**src/rtl/vga_frame_analyzer.sv**
```systemverilog
// VGA timing lock detector and per-frame lit-pixel statistics.
// Measures line/frame lengths, locks on stable timing, reports count and bbox.
module vga_frame_analyzer #(
  parameter int H_VIS_START = 285,
  parameter int H_VIS_END   = 1555,
  parameter int V_VIS_START = 35,
  parameter int V_VIS_END   = 515
) (
  input  logic        CLOCK_50,
  input  logic        reset,
  input  logic        VGA_HS,
  input  logic        VGA_VS,
  input  logic [3:0]  VGA_R,
  input  logic [3:0]  VGA_G,
  input  logic [3:0]  VGA_B,
  output logic        locked,
  output logic [10:0] line_len,
  output logic [9:0]  frame_lines,
  output logic [20:0] lit_count,
  output logic [10:0] bbox_xmin,
  output logic [10:0] bbox_xmax,
  output logic [9:0]  bbox_ymin,
  output logic [9:0]  bbox_ymax,
  output logic        frame_valid
);

  localparam logic [10:0] X_MAX = 11'h7FF;
  localparam logic [9:0]  Y_MAX = 10'h3FF;
  localparam logic [10:0] HV0 = 11'(H_VIS_START);
  localparam logic [10:0] HV1 = 11'(H_VIS_END);
  localparam logic [9:0]  VV0 = 10'(V_VIS_START);
  localparam logic [9:0]  VV1 = 10'(V_VIS_END);

  typedef enum logic [1:0] {SEARCH, MEASURE, LOCKED} state_t;

  state_t      r_state;
  state_t      w_next;
  logic        r_hs;
  logic        r_hs_d;
  logic        r_vs;
  logic        r_vs_fall;
  logic [11:0] r_rgb;
  logic [10:0] r_x;
  logic [9:0]  r_y;
  logic [10:0] r_ref_len;
  logic        r_first;
  logic        r_eq;
  logic [10:0] r_line_len;
  logic [9:0]  r_frame_lines;
  logic [20:0] r_cnt;
  logic [10:0] r_xmin;
  logic [10:0] r_xmax;
  logic [9:0]  r_ymin;
  logic [9:0]  r_ymax;
  logic [20:0] r_lit;
  logic [10:0] r_bx0;
  logic [10:0] r_bx1;
  logic [9:0]  r_by0;
  logic [9:0]  r_by1;
  logic        r_pend;
  logic        r_fv;

  logic        w_fall;
  logic        w_fs;
  logic [10:0] w_x;
  logic [9:0]  w_y;
  logic        w_sat;
  logic [10:0] w_len;
  logic [9:0]  w_flen;
  logic        w_loss;
  logic        w_copy;
  logic        w_lit;
  logic        w_cnt_en;
  logic [20:0] w_cnt_n;
  logic [10:0] w_xmin_n;
  logic [10:0] w_xmax_n;
  logic [9:0]  w_ymin_n;
  logic [9:0]  w_ymax_n;

  assign w_fall = r_hs_d & ~r_hs;
  assign w_fs   = w_fall & ~r_vs & r_vs_fall;
  assign w_len  = r_x + 11'd1;
  assign w_flen = r_y + 10'd1;

  // Coordinates of the sample currently held in the input registers
  always_comb begin
    w_x = (r_x == X_MAX) ? r_x : r_x + 11'd1;
    w_y = r_y;
    if (w_fall) begin
      w_x = '0;
      if (w_fs) w_y = '0;
      else if (r_y != Y_MAX) w_y = r_y + 10'd1;
    end
  end

  assign w_sat = (w_x == X_MAX) | (w_y == Y_MAX);

  always_ff @(posedge CLOCK_50 or posedge reset) begin
    if (reset) r_state <= SEARCH;
    else       r_state <= w_next;
  end

  always_comb begin
    w_next = r_state;
    w_loss = 1'b0;
    w_copy = 1'b0;
    unique case (r_state)
      SEARCH: if (w_fs) w_next = MEASURE;
      MEASURE: begin
        if (w_fs && r_eq && !r_first && (w_len == r_ref_len))
          w_next = LOCKED;
      end
      LOCKED: begin
        w_loss = w_sat
               | (w_fall & (w_len != r_line_len))
               | (w_fs & (w_flen != r_frame_lines));
        if (w_loss)    w_next = SEARCH;
        else if (w_fs) w_copy = 1'b1;
      end
      default: w_next = SEARCH;
    endcase
  end

  assign w_lit = (|r_rgb) && (w_x >= HV0) && (w_x < HV1)
              && (w_y >= VV0) && (w_y < VV1);
  assign w_cnt_en = (w_next != SEARCH);

  // Frame-start sample is merged into the freshly reloaded accumulators
  always_comb begin
    w_cnt_n  = w_fs ? '0    : r_cnt;
    w_xmin_n = w_fs ? X_MAX : r_xmin;
    w_xmax_n = w_fs ? '0    : r_xmax;
    w_ymin_n = w_fs ? Y_MAX : r_ymin;
    w_ymax_n = w_fs ? '0    : r_ymax;
    if (w_lit && w_cnt_en) begin
      w_cnt_n = w_cnt_n + 21'd1;
      if (w_x < w_xmin_n) w_xmin_n = w_x;
      if (w_x > w_xmax_n) w_xmax_n = w_x;
      if (w_y < w_ymin_n) w_ymin_n = w_y;
      if (w_y > w_ymax_n) w_ymax_n = w_y;
    end
  end

  always_ff @(posedge CLOCK_50 or posedge reset) begin
    if (reset) begin
      r_hs          <= 1'b0;
      r_hs_d        <= 1'b0;
      r_vs          <= 1'b0;
      r_vs_fall     <= 1'b0;
      r_rgb         <= '0;
      r_x           <= '0;
      r_y           <= '0;
      r_ref_len     <= '0;
      r_first       <= 1'b1;
      r_eq          <= 1'b0;
      r_line_len    <= '0;
      r_frame_lines <= '0;
      r_cnt         <= '0;
      r_xmin        <= X_MAX;
      r_xmax        <= '0;
      r_ymin        <= Y_MAX;
      r_ymax        <= '0;
      r_lit         <= '0;
      r_bx0         <= X_MAX;
      r_bx1         <= '0;
      r_by0         <= Y_MAX;
      r_by1         <= '0;
      r_pend        <= 1'b0;
      r_fv          <= 1'b0;
    end else begin
      r_hs   <= VGA_HS;
      r_hs_d <= r_hs;
      r_vs   <= VGA_VS;
      r_rgb  <= {VGA_R, VGA_G, VGA_B};
      r_x    <= w_x;
      r_y    <= w_y;
      if (w_fall) r_vs_fall <= r_vs;
      if (w_fs) begin
        r_first <= 1'b1;
        r_eq    <= 1'b1;
      end else if (r_state == MEASURE) begin
        if (w_fall) begin
          if (r_first) begin
            r_ref_len <= w_len;
            r_first   <= 1'b0;
          end else if (w_len != r_ref_len) begin
            r_eq <= 1'b0;
          end
        end
        if (w_sat) r_eq <= 1'b0;
      end
      if (r_state == MEASURE && w_next == LOCKED) begin
        r_line_len    <= r_ref_len;
        r_frame_lines <= w_flen;
      end
      r_cnt  <= w_cnt_n;
      r_xmin <= w_xmin_n;
      r_xmax <= w_xmax_n;
      r_ymin <= w_ymin_n;
      r_ymax <= w_ymax_n;
      if (w_copy) begin
        r_lit <= r_cnt;
        r_bx0 <= r_xmin;
        r_bx1 <= r_xmax;
        r_by0 <= r_ymin;
        r_by1 <= r_ymax;
      end
      r_pend <= w_copy;
      r_fv   <= r_pend;
    end
  end

  assign locked      = (r_state == LOCKED);
  assign line_len    = r_line_len;
  assign frame_lines = r_frame_lines;
  assign lit_count   = r_lit;
  assign bbox_xmin   = r_bx0;
  assign bbox_xmax   = r_bx1;
  assign bbox_ymin   = r_by0;
  assign bbox_ymax   = r_by1;
  assign frame_valid = r_fv;

endmodule

```
**config.mk**
```make
export PLATFORM = sky130hd
export DESIGN_NAME = vga_frame_analyzer
export DESIGN_NICKNAME = d
export VERILOG_FILES = /design/src/rtl/vga_frame_analyzer.sv
export SDC_FILE = /design/constraint.sdc
export NUM_CORES = 1
export LEC_CHECK = 0
export CORE_MARGIN = 2
export CORE_UTILIZATION = 52
export DETAILED_ROUTE_END_ITERATION = 8
export PLACE_DENSITY = 0.76
export REMOVE_ABC_BUFFERS = 1
export SYNTH_ARGS = -nofsm -noshare
export SYNTH_HDL_FRONTEND = slang
export SYNTH_SLANG_ARGS = --single-unit
```
**constraint.sdc**
```tcl
create_clock -name CLOCK_50 -period 6.6 [get_ports CLOCK_50]
set_input_delay 1.65 -clock CLOCK_50 [delete_from_list [all_inputs] [get_ports CLOCK_50]]
set_output_delay 1.65 -clock CLOCK_50 [all_outputs]
set_load 0.01 [all_outputs]
```
==> summary.txt, run 1 <==
post-synthesis cell count: 977
ant diodes: 0
Routed Antenna Nets: 0
slowest CP cell: dfrtp_1
Critical Path Stages: 17
Sw Pwr: 0.8844 mW
power share of the combinational group: 15.8%
DR vias/cell: 5.905
run status: completed
reg2reg path depth: 17
CTS tree: built
post-CTS sizing: 0
CP top delay family: simple AND/OR/NAND/NOR gates
Port Buffers: 101
Die Height: 147.6 µm
# nets final: 1113
Sw Share: 28.19%
root buffer cell: clkbuf_16
final cycle utilization of the critical path: 70.81%
Slew headroom: 25.29%
clk buf depth: 3
gr ovfl total: 0
Post-CTS Setup Bufs: 0
clk_skew: 0.007435 ns
cell accounting for the most synthesized area: dfrtp_1
post-layout minimum cycle time: 4.674 ns
Leak: 5.592 nW
fin util: 62.23%
max-cap violation count: 0
r2r endpoint: r_xmax[0]
clock network fraction of total power: 38.3%
Yosys warning total: 0
CP startpoint: r_x[0]
Netlist cell types: 78
FFs w/ async S/R, synth: 100.0%
Boundary Pins: 102
post-synthesis sequential area ratio: 47.43%
DRC violations left: 0
die area: 21780 µm²
crit path kind: reg2reg
Initial DRT Pass Iterations: 5
Min Hold Slack: 0.3568 ns
DR iter-0 viols: 645
vias: 7913
FP Rows: 52
H-tree depth: 1
synthesized flop and latch total: 201
crit path capture: r_xmax[0]
CP max stage delay: 0.59 ns
HPWL Detailed: 17470 µm
worst-path maximum fanout: 12
RSZ-0062 raised after global routing: false
WL/cell: 18.75 µm
Area Overhead vs Synth: 17.49%
class of the worst hold path: reg2reg
Buf+Inv Stages, Crit Path: 2
FF+latch area: 5084 µm²
final wirelength: 25130 µm
Die Wd: 147.6 µm
Critical Path End Type: register
largest cells by area after synthesis: dfrtp_1 37%, dfstp_2 11%, mux2_2 8.7%
register-to-register setup slack: 1.93 ns
Critical Path Source Type: register
fraction of layout cells with a size suffix above 1: 18.79%
routability cong.: 0.9405
filler instances: 1614
Avg Cell Area, Syn: 10.97 µm²
final hold vios: 0
largest net degree at the start of global routing: 105
clock latency on the worst-skew pair: 0.50 ns
Reg clk slew, reported paths: 0.06 ns
vias in the first global route: 8099
sequential power share: 45.9%
Max Fclk: 214.0 MHz
first-pass GRT wire length: 41840 µm
Synth top area share: 36.89%
Clock Sinks: 201
Pint: 2.253 mW
Primary FF master, synth: dfrtp_1
Worst-Margin Slew: 1.121 ns
total CTS buffers: 22
final setup violation count: 0
hold bufs inserted after CTS: 0
EDFF count, synth: 0
area of the multi-input gates: 5210 µm²
worst path cell trace: ha_1 -> nand3_4 -> nor4_4 -> mux2i_1 -> or2_2 -> inv_1 -> ha_1 -> nor2b_1 -> o21ai_0 -> nand2b_1 -> a21oi_1 -> nor2b_1 -> o21ai_0 -> a221o_1 -> nor3_2 -> buf_4 -> mux2_2
pwr dens: 249.1 nW/µm²
Data required, critical path: 6.98 ns
VDD IR max: 0.2505 mV
total power: 3.137 mW
Mapped Area: 10720 µm²
gr usage total: 23.51%
Starting Density: 52.97%
Max Slew Vio Count: 0
Core ar.: 20230 µm²
initial antenna violation count: 0
worst endpoint data arrival time: 5.05 ns
Crit Reg-Reg Startpoint: r_x[0]
-- sequential cells by signal, indices dropped and copies added (netlist names), 2 cells and up --
name and count:
r_y 10, r_rgb 12, frame_lines 10, bbox_xmin 11
r_ymax 10, line_len 11, r_ref_len 11, bbox_ymin 10
r_xmin 11, r_xmax 11, r_cnt 21, bbox_ymax 10
r_ymin 10, bbox_xmax 11, r_x 11, r_state 2
lit_count 21
-- cells by family (layout without fill, tap and decap cells) --
kind of cell	after synthesis	count (layout)	share of synthesized area [%]
adder cells (fa/ha/maj)	43	43	5.020
AO/OA/AOI/OAI	154	154	9.655
multiplexers	133	133	13.43
XOR/XNOR	59	59	4.961
buffers and inverters	99	192	4.249
AND/OR/NAND/NOR	288	288	15.26
flip-flops	201	201	47.43
-- placed cells by master (no fill, tap or decap), drive strengths merged, types with 5 or more instances in the layout --
master and count:
nor3 24, clkinv 8, o211ai 8, or4 14, a2111oi 5, a21oi 43, clkdlybuf4s50 101, o21ai 27
a31oi 5, and4 5, mux2i 47, nand2b 7, mux2 86, nand4 21, nor2b 13, nand3 28
dfstp 43, and3 13, and2 9, dfrtp 158, nor4 12, a21o 5, inv 41, clkbuf 30
or3 5, nor2 49, xor2 12, nand2 68, o31ai 15, ha 43, xnor2 47, buf 10
-- final cells by class --
type,instances,share of cell area (%)
inverters,41,1.282
multi-input cells,677,41.38
flip-flops and latches,201,40.37
well taps,270,2.683
clock inverters,10,0.6459
repair buffers,111,8.625
clock buffers,30,5.018
-- Yosys cell counts (4+ instances only) --
library cell    n
a2111oi_0       5
a21o_1          5
a21oi_1        43
a31oi_1         5
and2_1          9
and3_1         12
and4_1          4
buf_2          25
buf_4           8
clkbuf_1       20
dfrtp_1       158
dfstp_2        43
ha_1           43
inv_1          40
mux2_2         83
mux2i_1        47
nand2_1        66
nand2b_1        7
nand3_1        25
nand3b_1        4
nand4_1        19
nor2_1         49
nor2b_1        13
nor3_1         20
nor4_1         10
o211ai_1        8
o21ai_0        27
o22ai_1         4
o311ai_0        4
o31ai_1        15
or2_2           4
or3_1           5
or4_1          14
xnor2_1        45
xor2_1         12
-- worst register-to-register path: cells and delay by family (launching register included) --
family / cells / cell delay [ns]
fa+ha+maj: 2 / 0.85
mux: 2 / 0.60
compound gates: 4 / 0.60
simple gates: 7 / 1.53
buf+inv: 2 / 0.39
flops: 1 / 0.59
-- metal layers --
metal / track usage, % / up-vias / routed length [µm]
li1: - / 3681 / -
met1: 31.80 / 3894 / 10840
met2: 39.35 / 269 / 12200
met3: 3.457 / 69 / 1372
met4: 7.356 / 0 / 720
met5: 0 / - / 0
-- per-stage QoR --
stage               worst slack, ns  instance area [µm²]  setup TNS [ns]  std cells
finish                        1.926                12590               0       1340
global route                  1.634                12590               0       1340
CTS                           2.000                12590               0       1340
detailed placement            2.072                11880               0       1300
global placement              2.148                11880               0       1300
floorplan                   -0.4612                10420          -72.87        919
-- worst min path at each step --
stage          slack [ns]  cells after the start    from     endpoint
2_1_floorplan        0.33                      0  r_pend  frame_valid
3_3_place_gp         0.34                      0  r_pend  frame_valid
3_5_place_dp         0.34                      0  r_pend  frame_valid
4_1_cts              0.35                      0  r_pend  frame_valid
5_1_grt              0.37                      0  r_pend  frame_valid
6_report             0.36                      0  r_pend  frame_valid
-- power groups by stage --
stage / Sequential [mW] / Clock (mW) / Combinational, mW
2_1_floorplan: 1.43 / 0 / 0.365
3_3_place_gp: 1.45 / 0 / 0.483
3_5_place_dp: 1.46 / 0 / 0.490
4_1_cts: 1.44 / 1.23 / 0.496
5_1_grt: 1.45 / 1.28 / 0.557
6_report: 1.44 / 1.20 / 0.495
(Power assumes the default switching activity.)
==> run 2, diff against run 1 <==
==> constraint.sdc (replaced) <==
create_clock -name CLOCK_50 -period 4.11 [get_ports CLOCK_50]
set_input_delay 1.0275 -clock CLOCK_50 [delete_from_list [all_inputs] [get_ports CLOCK_50]]
set_output_delay 1.0275 -clock CLOCK_50 [all_outputs]
set_load 0.01 [all_outputs]
==> summary.txt, run 2 (synthesized netlist as in run 1, its figures left out) <==
run status: completed (unchanged)
Initial DRT Pass Iterations: 5 (unchanged)
worst setup margin: 0.2765 ns (was 1.926 ns)
r2r endpoint: r_ymin[8] (was r_xmax[0])
RSZ-0062 raised after global routing: false (unchanged)
gr usage total: 24.34% (was 23.51%)
reg2reg path depth: 14 (was 17)
Pint: 3.869 mW (was 2.253 mW)
sequential power share: 42.7% (was 45.9%)
Crit Reg-Reg Startpoint: r_y[1] (was r_x[0])
Reg clk slew, reported paths: 0.06 ns (about the same)
Data required, critical path: 4.54 ns (was 6.98 ns)
Clock Sinks: 201 (unchanged)
power share of the combinational group: 18.2% (was 15.8%)
most frequent cells in the layout: 156 x dfrtp_1, 101 x clkdlybuf4s50_1, 86 x buf_4, 83 x mux2_2, 66 x nand2_1 (was 158 x dfrtp_1, 101 x clkdlybuf4s50_1, 83 x mux2_2, 66 x nand2_1, 48 x nor2_1)
clk buf depth: 3 (unchanged)
Slew headroom: 50.16% (was 25.29%)
VDD IR max: 0.3166 mV (was 0.2505 mV)
class of the worst hold path: reg2reg (unchanged)
most common cell after layout, fill and taps aside: dfrtp_1 (unchanged)
Max Slew Vio Count: 0 (unchanged)
DR iter-0 viols: 424 (was 645)
Sw Pwr: 1.432 mW (was 0.8844 mW)
Boundary Pins: 102 (unchanged)
root buffer cell: clkbuf_16 (unchanged)
DR vias/cell: 5.728 (was 5.905)
clock latency on the worst-skew pair: 0.51 ns (was 0.50 ns)
final cycle utilization of the critical path: 93.27% (was 70.81%)
final setup violation count: 0 (unchanged)
routability cong.: 0.9320 (was 0.9405)
Leak: 6.058 nW (was 5.592 nW)
crit path capture: r_ymin[8] (was r_xmax[0])
CP startpoint: r_y[1] (was r_x[0])
Met3 Wirelength: 1071 µm (was 1372 µm)
post-CTS sizing: 0 (unchanged)
Sw Share: 27.01% (was 28.19%)
final wirelength: 26200 µm (was 25130 µm)
H-tree depth: 1 (unchanged)
max-cap violation count: 0 (unchanged)
post-layout minimum cycle time: 3.833 ns (was 4.674 ns)
filler instances: 1558 (was 1614)
Die Height: 147.6 µm (unchanged)
DP Worst Slack: 0.1041 ns (was 2.072 ns)
clk_skew: 0.01205 ns (was 0.007435 ns)
vias in the first global route: 8328 (was 8099)
Met1 Wirelength: 11320 µm (was 10840 µm)
Starting Density: 52.97% (unchanged)
# nets final: 1197 (was 1113)
clock network fraction of total power: 39.1% (was 38.3%)
register-to-register setup slack: 0.28 ns (was 1.93 ns)
Core ar.: 20230 µm² (unchanged)
Post-CTS Setup Bufs: 0 (unchanged)
CTS tree: built (unchanged)
Worst-Margin Slew: 0.7452 ns (was 1.121 ns)
DRC violations left: 0 (unchanged)
fraction of layout cells with a size suffix above 1: 24.78% (was 18.79%)
worst-path maximum fanout: 10 (was 12)
met2 wire length: 13020 µm (was 12200 µm)
worst endpoint data arrival time: 4.26 ns (was 5.05 ns)
gr ovfl total: 0 (unchanged)
design area: 13370 µm² (was 12590 µm²)
Worst Hold Depth: 0 (unchanged)
WL/cell: 18.40 µm (was 18.75 µm)
initial antenna violation count: 0 (unchanged)
Area Overhead vs Synth: 24.78% (was 17.49%)
final hold vios: 0 (unchanged)
total CTS buffers: 23 (was 22)
first-pass GRT wire length: 43200 µm (was 41840 µm)
hold bufs inserted after CTS: 0 (unchanged)
die area: 21780 µm² (unchanged)
fin util: 66.10% (was 62.23%)
CP max stage delay: 0.45 ns (was 0.59 ns)
vias: 8156 (was 7913)
ant diodes: 0 (unchanged)
uppermost layer routed: met4 (unchanged)
slowest CP cell: dfrtp_2 (was dfrtp_1)
worst path cell trace: ha_1 -> and3_1 -> a2111oi_2 -> buf_4 -> or3_1 -> inv_1 -> ha_1 -> a2111oi_1 -> o21ai_0 -> a21oi_1 -> a21oi_1 -> or4_1 -> buf_4 -> mux2i_1 (was ha_1 -> nand3_4 -> nor4_4 -> mux2i_1 -> or2_2 -> inv_1 -> ha_1 -> nor2b_1 -> o21ai_0 -> nand2b_1 -> a21oi_1 -> nor2b_1 -> o21ai_0 -> a221o_1 -> nor3_2 -> buf_4 -> mux2_2)
Critical Path Source Type: register (unchanged)
crit path kind: reg2reg (unchanged)
largest net degree at the start of global routing: 96 (was 105)
Max Fclk: 260.9 MHz (was 214.0 MHz)
pwr dens: 396.4 nW/µm² (was 249.1 nW/µm²)
Die Wd: 147.6 µm (unchanged)
HPWL Detailed: 19060 µm (was 17470 µm)
Port Buffers: 101 (unchanged)
area post-placement: 12590 µm² (was 11880 µm²)
FP Rows: 52 (unchanged)
setup TNS: 0 ns (unchanged)
Critical Path End Type: register (unchanged)
Routed Antenna Nets: 0 (unchanged)
==> run 2: cell count changes in the layout (fill, tap and decap cells not counted), moves of 2 or more <==
cell / delta
a2111oi_0: -2
buf_12: +7
buf_4: +76
bufinv_16: +2
clkbuf_1: +3
clkinv_2: -3
dfrtp_1: -2
dfrtp_2: +2
==> run 2: worst min-delay path by stage <==
stage,start,to
2_1_floorplan,r_pend,frame_valid
3_5_place_dp,r_pend,frame_valid
3_3_place_gp,r_pend,frame_valid
5_1_grt,r_pend,frame_valid
6_report,r_pend,frame_valid
4_1_cts,r_pend,frame_valid
==> run 2: cell type report <==
class	count	area [µm²]	share of cell area (%)
Inverter	41	161.4	1.207
Tap cell	270	337.8	2.526
Timing Repair Buffer	194	1797	13.43
Clock buffer	34	656.9	4.912
Sequential cell	201	5086	38.03
Multi-Input combinational cell	677	5225	39.07
Clock inverter	7	110.1	0.8233
==> run 2: through the flow <==
| stage | cells | total power [mW] | hold slack, ns |
|---|---|---|---|
| after floorplan | 919 | 2.876 | 0.3312 |
| after global placement | 1383 | 3.224 | 0.3369 |
| final | 1424 | 5.301 | 0.3479 |
| after CTS | 1424 | 5.334 | 0.3480 |
| after detailed placement | 1383 | 3.240 | 0.3347 |
| after global routing | 1424 | 5.553 | 0.3533 |
==> run 2: power groups by stage <==
stage	logic, mW	clock network [mW]	registers, mW
after floorplan	0.585	0	2.29
after global placement	0.937	0	2.29
after detailed placement	0.948	0	2.29
after CTS	0.959	2.11	2.26
after global routing	1.08	2.19	2.28
final	0.965	2.07	2.26
==> run 2: critical path: cells and delay by family (launching register included) <==
kind            cells  cell delay [ns]
flops               1             0.45
compound gates      5             1.18
mux                 1             0.19
simple gates        3             0.86
buf+inv             3             0.49
fa+ha+maj           2             0.56
==> run 2: routing by layer <==
layer	vias up	GRT usage [%]
met1	4034	31.73
met4	0	7.692
met2	204	42.28
li1	3855	-
met5	-	0
met3	63	3.302
==> run 3, diff against run 2 <==
--- a/config.mk
+++ b/config.mk
@@ -10,6 +10,7 @@
 export DETAILED_ROUTE_END_ITERATION = 8
 export PLACE_DENSITY = 0.76
 export REMOVE_ABC_BUFFERS = 1
+export SETUP_SLACK_MARGIN = 0.4
 export SYNTH_ARGS = -nofsm -noshare
 export SYNTH_HDL_FRONTEND = slang
 export SYNTH_SLANG_ARGS = --single-unit
==> summary.txt, run 3 (synthesized netlist as in run 1, its figures left out) <==
pwr dens: 395.9 nW/µm² (was 396.4 nW/µm²)
Die Height: 147.6 µm (unchanged)
final cycle utilization of the critical path: 87.11% (was 93.27%)
die area: 21780 µm² (unchanged)
most frequent cells in the layout: 153 x dfrtp_1, 101 x clkdlybuf4s50_1, 93 x buf_4, 83 x mux2_2, 64 x nand2_1 (was 156 x dfrtp_1, 101 x clkdlybuf4s50_1, 86 x buf_4, 83 x mux2_2, 66 x nand2_1)
H-tree depth: 1 (unchanged)
Critical Path End Type: register (unchanged)
Initial DRT Pass Iterations: 5 (unchanged)
post-layout minimum cycle time: 3.580 ns (was 3.833 ns)
vias in the first global route: 8324 (was 8328)
DR iter-0 viols: 458 (was 424)
# nets final: 1207 (was 1197)
Pint: 3.919 mW (was 3.869 mW)
DRC violations left: 0 (unchanged)
worst-path maximum fanout: 35 (was 10)
VDD IR max: 0.3182 mV (was 0.3166 mV)
initial antenna violation count: 0 (unchanged)
Starting Density: 52.97% (unchanged)
Clock Sinks: 201 (unchanged)
fraction of layout cells with a size suffix above 1: 27.75% (was 24.78%)
worst endpoint data arrival time: 3.99 ns (was 4.26 ns)
sequential power share: 42.1% (was 42.7%)
final setup violation count: 0 (unchanged)
routability cong.: 0.9320 (unchanged)
class of the worst hold path: reg2reg (unchanged)
total CTS buffers: 23 (unchanged)
Data required, critical path: 4.52 ns (was 4.54 ns)
WL/cell: 18.59 µm (was 18.40 µm)
clock network fraction of total power: 38.6% (was 39.1%)
root buffer cell: clkbuf_16 (unchanged)
Boundary Pins: 102 (unchanged)
clk buf depth: 3 (unchanged)
clock latency on the worst-skew pair: 0.50 ns (was 0.51 ns)
HPWL Detailed: 19060 µm (unchanged)
Sw Pwr: 1.467 mW (was 1.432 mW)
final hold vios: 0 (unchanged)
Slew headroom: 54.34% (was 50.16%)
Reg clk slew, reported paths: 0.06 ns (about the same)
Critical Path Source Type: register (unchanged)
largest net degree at the start of global routing: 96 (unchanged)
Routed Antenna Nets: 0 (unchanged)
Sw Share: 27.23% (was 27.01%)
DR vias/cell: 5.762 (was 5.728)
hold bufs inserted after CTS: 0 (unchanged)
clk_skew: 0.009933 ns (was 0.01205 ns)
Die Wd: 147.6 µm (unchanged)
power share of the combinational group: 19.4% (was 18.2%)
final wirelength: 26670 µm (was 26200 µm)
CTS tree: built (unchanged)
gr ovfl total: 0 (unchanged)
Max Slew Vio Count: 0 (unchanged)
first-pass GRT wire length: 43300 µm (was 43200 µm)
Leak: 6.118 nW (was 6.058 nW)
DP Worst Slack: 0.1041 ns (unchanged)
Worst-Margin Slew: 0.6849 ns (was 0.7452 ns)
crit path kind: reg2reg (unchanged)
FP Rows: 52 (unchanged)
Area Overhead vs Synth: 26.92% (was 24.78%)
run status: completed (unchanged)
Max Fclk: 279.3 MHz (was 260.9 MHz)
total power: 5.386 mW (was 5.301 mW)
vias: 8263 (was 8156)
Core ar.: 20230 µm² (unchanged)
max-cap violation count: 0 (unchanged)
Port Buffers: 101 (unchanged)
RSZ-0062 raised after global routing: false (unchanged)
gr usage total: 24.38% (was 24.34%)
worst setup margin: 0.5297 ns (was 0.2765 ns)
ant diodes: 0 (unchanged)
most common cell after layout, fill and taps aside: dfrtp_1 (unchanged)
[run 3: cell count changes in the layout (fill, tap and decap cells not counted), sizes merged]
cell and delta:
buf +10
[run 3: worst paths after layout]
check                      startpoint              to  slack, ns  cells past startpoint
setup / recovery               r_x[0]       r_xmin[2]       0.53                     14
min in group asynchronous       reset  frame_lines[2]       1.03                      2
setup reg to reg               r_x[0]       r_xmin[2]       0.53                     14
hold / removal                 r_pend     frame_valid       0.35                      0
hold reg to reg                r_pend     frame_valid       0.35                      0
max in group asynchronous       reset    bbox_ymin[7]       2.28                      3
[run 3: worst max-delay path: stages (launching register included)]
cell and delay (ns):
dfrtp_1 0.40, ha_4 0.19, buf_4 0.16, buf_4 0.14, xnor2_2 0.23, xnor2_1 0.10, a311oi_1 0.24, nor4bb_2 0.31
a31oi_1 0.19, nor3_4 0.28, a21boi_4 0.11, buf_8 0.19, nor4_2 0.42, buf_4 0.26, mux2i_2 0.26
[run 3: power by group through the flow]
stage	logic [mW]	registers (mW)	clock network (mW)
floorplan	0.585	2.29	0
detailed placement	0.948	2.29	0
global placement	0.937	2.29	0
finish	1.04	2.27	2.08
CTS	0.971	2.26	2.11
global route	1.16	2.28	2.19
[run 3: per-layer routing]
metal  GRT usage [%]  up-vias  routed length (µm)
li1                -     3875                   -
met1           31.78     4116               11370
met2           42.47      208               13370
met3           3.210       64                1093
met4           7.596        0                 826
met5               0        -                   0
[run 3: final cells by class]
type,instances,area (µm²)
Clock inverter,7,110.1
Timing Repair Buffer,204,1881
Inverter,41,161.4
Multi-Input combinational cell,677,5366
Sequential cell,201,5090
Tap cell,270,337.8
Clock buffer,34,656.9
Fill cell,1526,6631
[run 3: metrics by stage]
stage	setup TNS, ns	hold slack [ns]	cell area [µm²]	util (%)	std cells
after floorplan	-517.77	0.3312	10420	-	919
after global placement	0	0.3369	12590	62.22	1383
after detailed placement	0	0.3347	12590	62.22	1383
after CTS	0	0.3480	13420	66.32	1427
after global routing	0	0.3533	13600	67.23	1434
final	0	0.3479	13600	67.23	1434
[run 3: what timing repair did]
item                       in CTS  in global routing
setup buffers                   3                  6
cloned                          0                  1
pin swaps                       1                  9
resized for setup              12                 44
setup endpoints to repair      26                 41
